<file path="config.mk">
export PLATFORM = sky130hd
export DESIGN_NAME = exec_issue_ctrl_flat
export DESIGN_NICKNAME = d
export VERILOG_FILES = /design/src/rtl/exec_issue_ctrl_pkg.sv /design/src/rtl/exec_issue_ctrl_if.sv /design/src/rtl/exec_issue_ctrl_hazard.sv /design/src/rtl/exec_issue_ctrl.sv /design/src/flat_wrapper.sv
export SDC_FILE = /design/constraint.sdc
export NUM_CORES = 1
export LEC_CHECK = 0
export CAP_MARGIN = 20
export CELL_PAD_IN_SITES_DETAIL_PLACEMENT = 1
export CELL_PAD_IN_SITES_GLOBAL_PLACEMENT = 1
export CORE_MARGIN = 5
export CORE_UTILIZATION = 32
export DETAILED_ROUTE_END_ITERATION = 7
export PLACE_DENSITY_LB_ADDON = 0.1
export SKIP_CTS_REPAIR_TIMING = 1
export SYNTH_ARGS = -nofsm -noshare
export SYNTH_HDL_FRONTEND = slang
export SYNTH_SLANG_ARGS = --single-unit
</file>
<file path="constraint.sdc">
create_clock -name i_clk -period 5.1 [get_ports i_clk]
set_input_delay 1.53 -clock i_clk [delete_from_list [all_inputs] [get_ports i_clk]]
set_output_delay 1.53 -clock i_clk [all_outputs]
set_load 0.03 [all_outputs]
</file>
<file path="src/rtl/exec_issue_ctrl_pkg.sv">
// Shared types and widths for the RV32I execute-stage issue controller.
package exec_issue_ctrl_pkg;

   localparam int unsigned XLEN  = 32;
   localparam int unsigned REG_W = 5;
   localparam int unsigned CNT_W = 3;

   typedef enum logic [1:0] {
      ST_RUN,
      ST_FLUSH,
      ST_CSR_DRAIN,
      ST_HALT
   } state_t;

   // Instruction currently held in the execute register
   typedef struct packed {
      logic             valid;
      logic [REG_W-1:0] rd;
      logic             is_load;
      logic             is_halt;
   } ex_rec_t;

endpackage

</file>
<file path="src/rtl/exec_issue_ctrl_if.sv">
// Decode/execute/fetch-facing signals of the issue controller.
interface exec_issue_ctrl_if;
   import exec_issue_ctrl_pkg::*;

   logic             dec_valid;
   logic             dec_ready;
   logic [REG_W-1:0] dec_rd;
   logic [REG_W-1:0] dec_rs1;
   logic [REG_W-1:0] dec_rs2;
   logic             dec_use_rs1;
   logic             dec_use_rs2;
   logic             dec_is_load;
   logic             dec_is_csr;
   logic             dec_is_halt;
   logic             ex_branch_tkn;
   logic             ex_jump;
   logic [XLEN-1:0]  ex_target;
   logic             ex_en;
   logic             ex_noop;
   logic             redirect_vld;
   logic [XLEN-1:0]  redirect_pc;
   logic             flush;
   logic             halt;
   logic [31:0]      stall_cnt;

   modport master (
      output dec_valid, dec_rd, dec_rs1, dec_rs2, dec_use_rs1, dec_use_rs2,
             dec_is_load, dec_is_csr, dec_is_halt, ex_branch_tkn, ex_jump, ex_target,
      input  dec_ready, ex_en, ex_noop, redirect_vld, redirect_pc, flush, halt, stall_cnt
   );

   modport slave (
      input  dec_valid, dec_rd, dec_rs1, dec_rs2, dec_use_rs1, dec_use_rs2,
             dec_is_load, dec_is_csr, dec_is_halt, ex_branch_tkn, ex_jump, ex_target,
      output dec_ready, ex_en, ex_noop, redirect_vld, redirect_pc, flush, halt, stall_cnt
   );

endinterface

</file>
<file path="src/rtl/exec_issue_ctrl_hazard.sv">
// Load-use detector: offered instruction reads the register a load in execute writes.
module exec_issue_ctrl_hazard
   import exec_issue_ctrl_pkg::*;
(
   input  logic             ex_valid,
   input  logic             ex_is_load,
   input  logic [REG_W-1:0] ex_rd,
   input  logic [REG_W-1:0] rs1,
   input  logic [REG_W-1:0] rs2,
   input  logic             use_rs1,
   input  logic             use_rs2,
   output logic             hazard
);

   logic rs1_hit;
   logic rs2_hit;

   // x0 is hardwired, so a load targeting it never produces a dependency
   assign rs1_hit = use_rs1 && (rs1 == ex_rd);
   assign rs2_hit = use_rs2 && (rs2 == ex_rd);
   assign hazard  = ex_valid && ex_is_load && (ex_rd != '0) && (rs1_hit || rs2_hit);

endmodule

</file>
<file path="src/rtl/exec_issue_ctrl.sv">
// Execute-stage issue controller: issue handshake, load-use/CSR bubbles, redirect+flush, halt.
module exec_issue_ctrl
   import exec_issue_ctrl_pkg::*;
#(
   parameter int unsigned FLUSH_CYCLES = 2,
   parameter int unsigned CSR_DRAIN    = 2
) (
   input  logic               i_clk,
   input  logic               i_rst_n,
   exec_issue_ctrl_if.slave   bus
);

   state_t           state;
   state_t           state_nxt;
   logic [CNT_W-1:0] cnt;
   logic [CNT_W-1:0] cnt_nxt;
   ex_rec_t          ex;
   logic             hazard;
   logic             redirect;
   logic             ready;
   logic             issue;
   logic             flush;
   logic             redirect_vld;
   logic [31:0]      stall_cnt;

   exec_issue_ctrl_hazard u_hazard (
      .ex_valid   (ex.valid),
      .ex_is_load (ex.is_load),
      .ex_rd      (ex.rd),
      .rs1        (bus.dec_rs1),
      .rs2        (bus.dec_rs2),
      .use_rs1    (bus.dec_use_rs1),
      .use_rs2    (bus.dec_use_rs2),
      .hazard     (hazard)
   );

   assign redirect = ex.valid && (bus.ex_branch_tkn || bus.ex_jump);

   always_ff @(posedge i_clk) begin
      if (!i_rst_n) begin
         state <= ST_RUN;
         cnt   <= '0;
      end else begin
         state <= state_nxt;
         cnt   <= cnt_nxt;
      end
   end

   always_comb begin
      state_nxt = state;
      cnt_nxt   = cnt;
      unique case (state)
         ST_RUN: begin
            if (redirect) begin
               state_nxt = ST_FLUSH;
               cnt_nxt   = CNT_W'(FLUSH_CYCLES - 1);
            end else if (ex.valid && ex.is_halt) begin
               state_nxt = ST_HALT;
            end else if (issue && bus.dec_is_csr) begin
               state_nxt = ST_CSR_DRAIN;
               cnt_nxt   = CNT_W'(CSR_DRAIN - 1);
            end
         end
         ST_FLUSH: begin
            if (cnt == '0) state_nxt = ST_RUN;
            else           cnt_nxt   = cnt - 1'b1;
         end
         ST_CSR_DRAIN: begin
            if (redirect) begin
               state_nxt = ST_FLUSH;
               cnt_nxt   = CNT_W'(FLUSH_CYCLES - 1);
            end else if (cnt == '0) begin
               state_nxt = ST_RUN;
            end else begin
               cnt_nxt = cnt - 1'b1;
            end
         end
         ST_HALT: state_nxt = ST_HALT;
         default: state_nxt = ST_RUN;
      endcase
   end

   // Redirect cycle holds the offered instruction; the flush makes decode drop it
   always_comb begin
      ready        = 1'b0;
      issue        = 1'b0;
      flush        = 1'b0;
      redirect_vld = 1'b0;
      unique case (state)
         ST_RUN: begin
            if (redirect) begin
               flush        = 1'b1;
               redirect_vld = 1'b1;
            end else if (!(ex.valid && ex.is_halt) && !hazard) begin
               ready = 1'b1;
               issue = bus.dec_valid;
            end
         end
         ST_FLUSH: begin
            flush = 1'b1;
            ready = 1'b1;
         end
         ST_CSR_DRAIN: begin
            if (redirect) begin
               flush        = 1'b1;
               redirect_vld = 1'b1;
            end
         end
         default: begin
            ready = 1'b0;
         end
      endcase
      if (!i_rst_n) begin
         ready = 1'b0;
         issue = 1'b0;
      end
   end

   always_ff @(posedge i_clk) begin
      if (!i_rst_n) begin
         ex <= '0;
      end else if (issue) begin
         ex.valid   <= 1'b1;
         ex.rd      <= bus.dec_rd;
         ex.is_load <= bus.dec_is_load;
         ex.is_halt <= bus.dec_is_halt;
      end else begin
         ex.valid <= 1'b0;
      end
   end

   always_ff @(posedge i_clk) begin
      if (!i_rst_n)                       stall_cnt <= '0;
      else if (bus.dec_valid && !ready)   stall_cnt <= stall_cnt + 32'd1;
   end

   assign bus.dec_ready    = ready;
   assign bus.ex_en        = issue;
   assign bus.ex_noop      = ~ex.valid;
   assign bus.redirect_vld = redirect_vld;
   assign bus.redirect_pc  = bus.ex_target & ~XLEN'(1);
   assign bus.flush        = flush;
   assign bus.halt         = (state == ST_HALT);
   assign bus.stall_cnt    = stall_cnt;

endmodule

</file>
<file path="src/flat_wrapper.sv">
// flat-port wrapper written by rule: the top's interface ports become plain ports
module exec_issue_ctrl_flat import exec_issue_ctrl_pkg::*;
#(
   parameter int unsigned FLUSH_CYCLES = 2,
   parameter int unsigned CSR_DRAIN    = 2
)
  (i_clk, i_rst_n, bus_dec_valid, bus_dec_rd, bus_dec_rs1, bus_dec_rs2, bus_dec_use_rs1, bus_dec_use_rs2, bus_dec_is_load, bus_dec_is_csr, bus_dec_is_halt, bus_ex_branch_tkn, bus_ex_jump, bus_ex_target, bus_dec_ready, bus_ex_en, bus_ex_noop, bus_redirect_vld, bus_redirect_pc, bus_flush, bus_halt, bus_stall_cnt);
  exec_issue_ctrl_if bus_i ();
  input  logic i_clk;
  input  logic i_rst_n;
  input wire logic [$bits(bus_i.dec_valid)-1:0] bus_dec_valid;
  input wire logic [$bits(bus_i.dec_rd)-1:0] bus_dec_rd;
  input wire logic [$bits(bus_i.dec_rs1)-1:0] bus_dec_rs1;
  input wire logic [$bits(bus_i.dec_rs2)-1:0] bus_dec_rs2;
  input wire logic [$bits(bus_i.dec_use_rs1)-1:0] bus_dec_use_rs1;
  input wire logic [$bits(bus_i.dec_use_rs2)-1:0] bus_dec_use_rs2;
  input wire logic [$bits(bus_i.dec_is_load)-1:0] bus_dec_is_load;
  input wire logic [$bits(bus_i.dec_is_csr)-1:0] bus_dec_is_csr;
  input wire logic [$bits(bus_i.dec_is_halt)-1:0] bus_dec_is_halt;
  input wire logic [$bits(bus_i.ex_branch_tkn)-1:0] bus_ex_branch_tkn;
  input wire logic [$bits(bus_i.ex_jump)-1:0] bus_ex_jump;
  input wire logic [$bits(bus_i.ex_target)-1:0] bus_ex_target;
  output wire logic [$bits(bus_i.dec_ready)-1:0] bus_dec_ready;
  output wire logic [$bits(bus_i.ex_en)-1:0] bus_ex_en;
  output wire logic [$bits(bus_i.ex_noop)-1:0] bus_ex_noop;
  output wire logic [$bits(bus_i.redirect_vld)-1:0] bus_redirect_vld;
  output wire logic [$bits(bus_i.redirect_pc)-1:0] bus_redirect_pc;
  output wire logic [$bits(bus_i.flush)-1:0] bus_flush;
  output wire logic [$bits(bus_i.halt)-1:0] bus_halt;
  output wire logic [$bits(bus_i.stall_cnt)-1:0] bus_stall_cnt;
  assign bus_i.dec_valid = bus_dec_valid;
  assign bus_i.dec_rd = bus_dec_rd;
  assign bus_i.dec_rs1 = bus_dec_rs1;
  assign bus_i.dec_rs2 = bus_dec_rs2;
  assign bus_i.dec_use_rs1 = bus_dec_use_rs1;
  assign bus_i.dec_use_rs2 = bus_dec_use_rs2;
  assign bus_i.dec_is_load = bus_dec_is_load;
  assign bus_i.dec_is_csr = bus_dec_is_csr;
  assign bus_i.dec_is_halt = bus_dec_is_halt;
  assign bus_i.ex_branch_tkn = bus_ex_branch_tkn;
  assign bus_i.ex_jump = bus_ex_jump;
  assign bus_i.ex_target = bus_ex_target;
  assign bus_dec_ready = bus_i.dec_ready;
  assign bus_ex_en = bus_i.ex_en;
  assign bus_ex_noop = bus_i.ex_noop;
  assign bus_redirect_vld = bus_i.redirect_vld;
  assign bus_redirect_pc = bus_i.redirect_pc;
  assign bus_flush = bus_i.flush;
  assign bus_halt = bus_i.halt;
  assign bus_stall_cnt = bus_i.stall_cnt;
  exec_issue_ctrl #(.FLUSH_CYCLES(FLUSH_CYCLES), .CSR_DRAIN(CSR_DRAIN)) u_core (.i_clk(i_clk), .i_rst_n(i_rst_n), .bus(bus_i));
endmodule
</file>
==> results_dict.tcl, run 1 <==
set metrics [dict create \
    ant_nets 0 \
    syn_nets 410 \
    async_reset_ff_frac 0 \
    via_count 2484 \
    status "completed" \
    initial_utilization 0.322 \
    syn_to_final_growth_pct 21.2 \
    clock-sinks 45 \
    grt_remaining_overflow 0 \
    rsz0062_at_grt "false" \
    utilization 0.391 \
    worstPathArrival_ns 3.33 \
    io_pins 127 \
    viasPerCell 5.11 \
    num_antenna_cells 0 \
    synth_common_cells "45 x dfxtp_1, 33 x buf_4, 31 x a21oi_1, 31 x nand2_1, 25 x o21ai_0" \
    io_buffers 62 \
    final-setup-viol-count 0 \
    required_ns 3.57 \
    dr.pass1.iters 4 \
    ys_warn_count 0 \
    clockRootBuffer "clkbuf_8" \
    crit_path_max_fanout 8 \
    synth_most_common_cell "dfxtp_1" \
    cts_buffers 5 \
    htree_levels 2 \
    ys_seq_area_frac 0.325 \
    ys_ff_latch 45 \
    antenna_found_initial 0 \
    synthCells 345 \
    clockBufferDepth 2 \
    syn_avg_cell_area_um2 8.03 \
    drv_slew 0 \
    grt_max_degree 34 \
    p_leak_nw 1.14 \
    synth.area.top_cells "dfxtp_1 33%, buf_4 8.9%, a21oi_1 5.6%, o21ai_0 4.5%, or3_1 4.5%" \
    synth.top_cell.area_share 0.325 \
    critPathCaptureType "output port" \
    finalHoldViolCount 0 \
    worstHoldPathType "reg -> reg" \
    period_needed_ns 4.86 \
    path_class "in -> out" \
    fin_nets 442 \
    fin_area_um2 3360 \
    hpwlAfterDp_mm 5.32 \
    routed_wirelength_mm 7.13 \
    grt_pass1_vias 2560 \
    synth-edff-count 0 \
    fmax_mhz 206 \
    fin_skew_ns 0.00914 \
    synth_area_um2 2770 \
    drc 0 \
    clkTransAtPathRegs_ns 0.08 \
    p_per_area_nw_per_um2 289 \
    cts_tree "done" \
    setup_ws_ns 0.237 \
    synth_largest_area_cell "dfxtp_1" \
    die_area_um2 10600 \
    synth_ff_type "dfxtp_1" \
    grt_pass1_wl_mm 11.9 \
    totalNegativeSetupSlack_ns 0 \
    die_h_um 103 \
    clk_latency_ns 0.30 \
    ys_types 52 \
    avgRoutedWirePerCell_um 14.7 \
    max_cap_violations 0 \
    gp_congestion 0.772 \
    layout-drive-gt1-share 0.0635 \
    core-area_um2 8590 \
    row_count 34 \
    start_kind "input pin" \
    timing.max_slew.rel_slack 0.608 \
    peakVddDrop_v 0.000166 \
    dp_worst_setup_slack_ns 0.0588 \
    dpl-instance-area_um2 3270 \
    drt-initial-drc-count 71 \
    tightest_slew_ns 0.573 \
    track_usage 0.138 \
    chipWidth_um 103 \
    p_total_w 0.000969 \
    period_share 0.953 \
]
[flip-flops by register name (all words and copies together), names as in the netlist]
signal                flops
u_core.bus.stall_cnt     32
u_core.cnt                3
u_core.state              2
u_core.ex                 8
[worst paths after layout]
check	startpoint	depth (start not counted)	to	slack, ns
worst max-delay path	bus_dec_rs1[4]	8	bus_ex_en	0.24
worst min-delay path	u_core.ex[0]$_SDFFE_PN0N_	2	u_core.ex[0]$_SDFFE_PN0N_	0.47
worst max register to register	u_core.state[0]$_SDFFE_PN0P_	8	u_core.bus.stall_cnt[15]$_SDFFE_PN0P_	2.74
worst min register to register	u_core.ex[0]$_SDFFE_PN0N_	2	u_core.ex[0]$_SDFFE_PN0N_	0.47
[cell usage in the layout, fill, tap and decap left out, drive strengths merged, types with 2 or more instances in the layout]
cell,count
nor2b,3
nand2,31
buf,7
nor2,15
xnor2,12
nand4,9
nor4,2
or4,8
nand3,10
nand2b,2
o21a,3
o21ai,26
dfxtp,45
o311a,2
inv,22
mux2i,11
a21oi,31
clkbuf,6
clkinv,3
and2,3
and3,3
nor3b,2
ha,8
o31ai,5
o22ai,2
clkdlybuf4s50,60
or3,22
nor3,8
[final cells by class]
cell class	instances	area, um2
Clock buffer	6	72.6
Clock inverter	2	10.0
Fill cell	1047	5240
Inverter	23	86.3
Multi-Input combinational cell	234	1490
Sequential cell	45	901
Tap cell	108	135
Timing Repair Buffer	68	666
[report_power, final]
group / internal (W) / total, W / leakage (nW) / switching (W)
Sequential: 0.000379 / 0.000415 / 0.365 / 0.0000354
Clock: 0.0000952 / 0.000218 / 0.0450 / 0.000123
Combinational: 0.000147 / 0.000337 / 0.733 / 0.000190
Total: 0.000621 / 0.000969 / 1.14 / 0.000348
[cells by family after synthesis]
group / after synthesis / synth area share
simple gates: 123 / 0.254
compound gates: 79 / 0.167
buf+inv: 66 / 0.138
flops: 45 / 0.325
xor+xnor: 12 / 0.0380
mux: 11 / 0.0398
fa+ha+maj: 8 / 0.0362
other cells: 1 / 0.00135
[through the flow]
step	hold WS (ns)	std cells
after floorplan	0.435	345
after global placement	0.446	478
after detailed placement	0.462	478
after CTS	0.474	486
after global routing	0.496	486
final	0.467	486
[metal layers]
layer	global-route usage	vias to the layer above	part of all wire
li1	-	1246	-
met1	0.169	1187	0.46
met2	0.242	43	0.49
met3	0.0304	8	0.046
met4	0.0369	0	0.011
met5	0	-	0
[worst max-delay path, stage by stage]
cell	delay (ns)
clkdlybuf4s50_1	0.41
xnor2_1	0.13
nand4_1	0.10
o22ai_1	0.12
and2_1	0.17
buf_4	0.15
nor3_4	0.46
buf_4	0.26
Power figures use the tool's default switching activity.
==> run 2: changes to the inputs <==
--- a/config.mk
+++ b/config.mk
@@ -10,9 +10,11 @@
 export CELL_PAD_IN_SITES_GLOBAL_PLACEMENT = 1
 export CORE_MARGIN = 5
 export CORE_UTILIZATION = 32
+export CTS_CLUSTER_DIAMETER = 200
 export DETAILED_ROUTE_END_ITERATION = 7
 export PLACE_DENSITY_LB_ADDON = 0.1
 export SKIP_CTS_REPAIR_TIMING = 1
+export SKIP_LAST_GASP = 1
 export SYNTH_ARGS = -nofsm -noshare
 export SYNTH_HDL_FRONTEND = slang
 export SYNTH_SLANG_ARGS = --single-unit
==> results of run 2 <==
The final DEF is identical to that of run 1; final timing and power are the same.
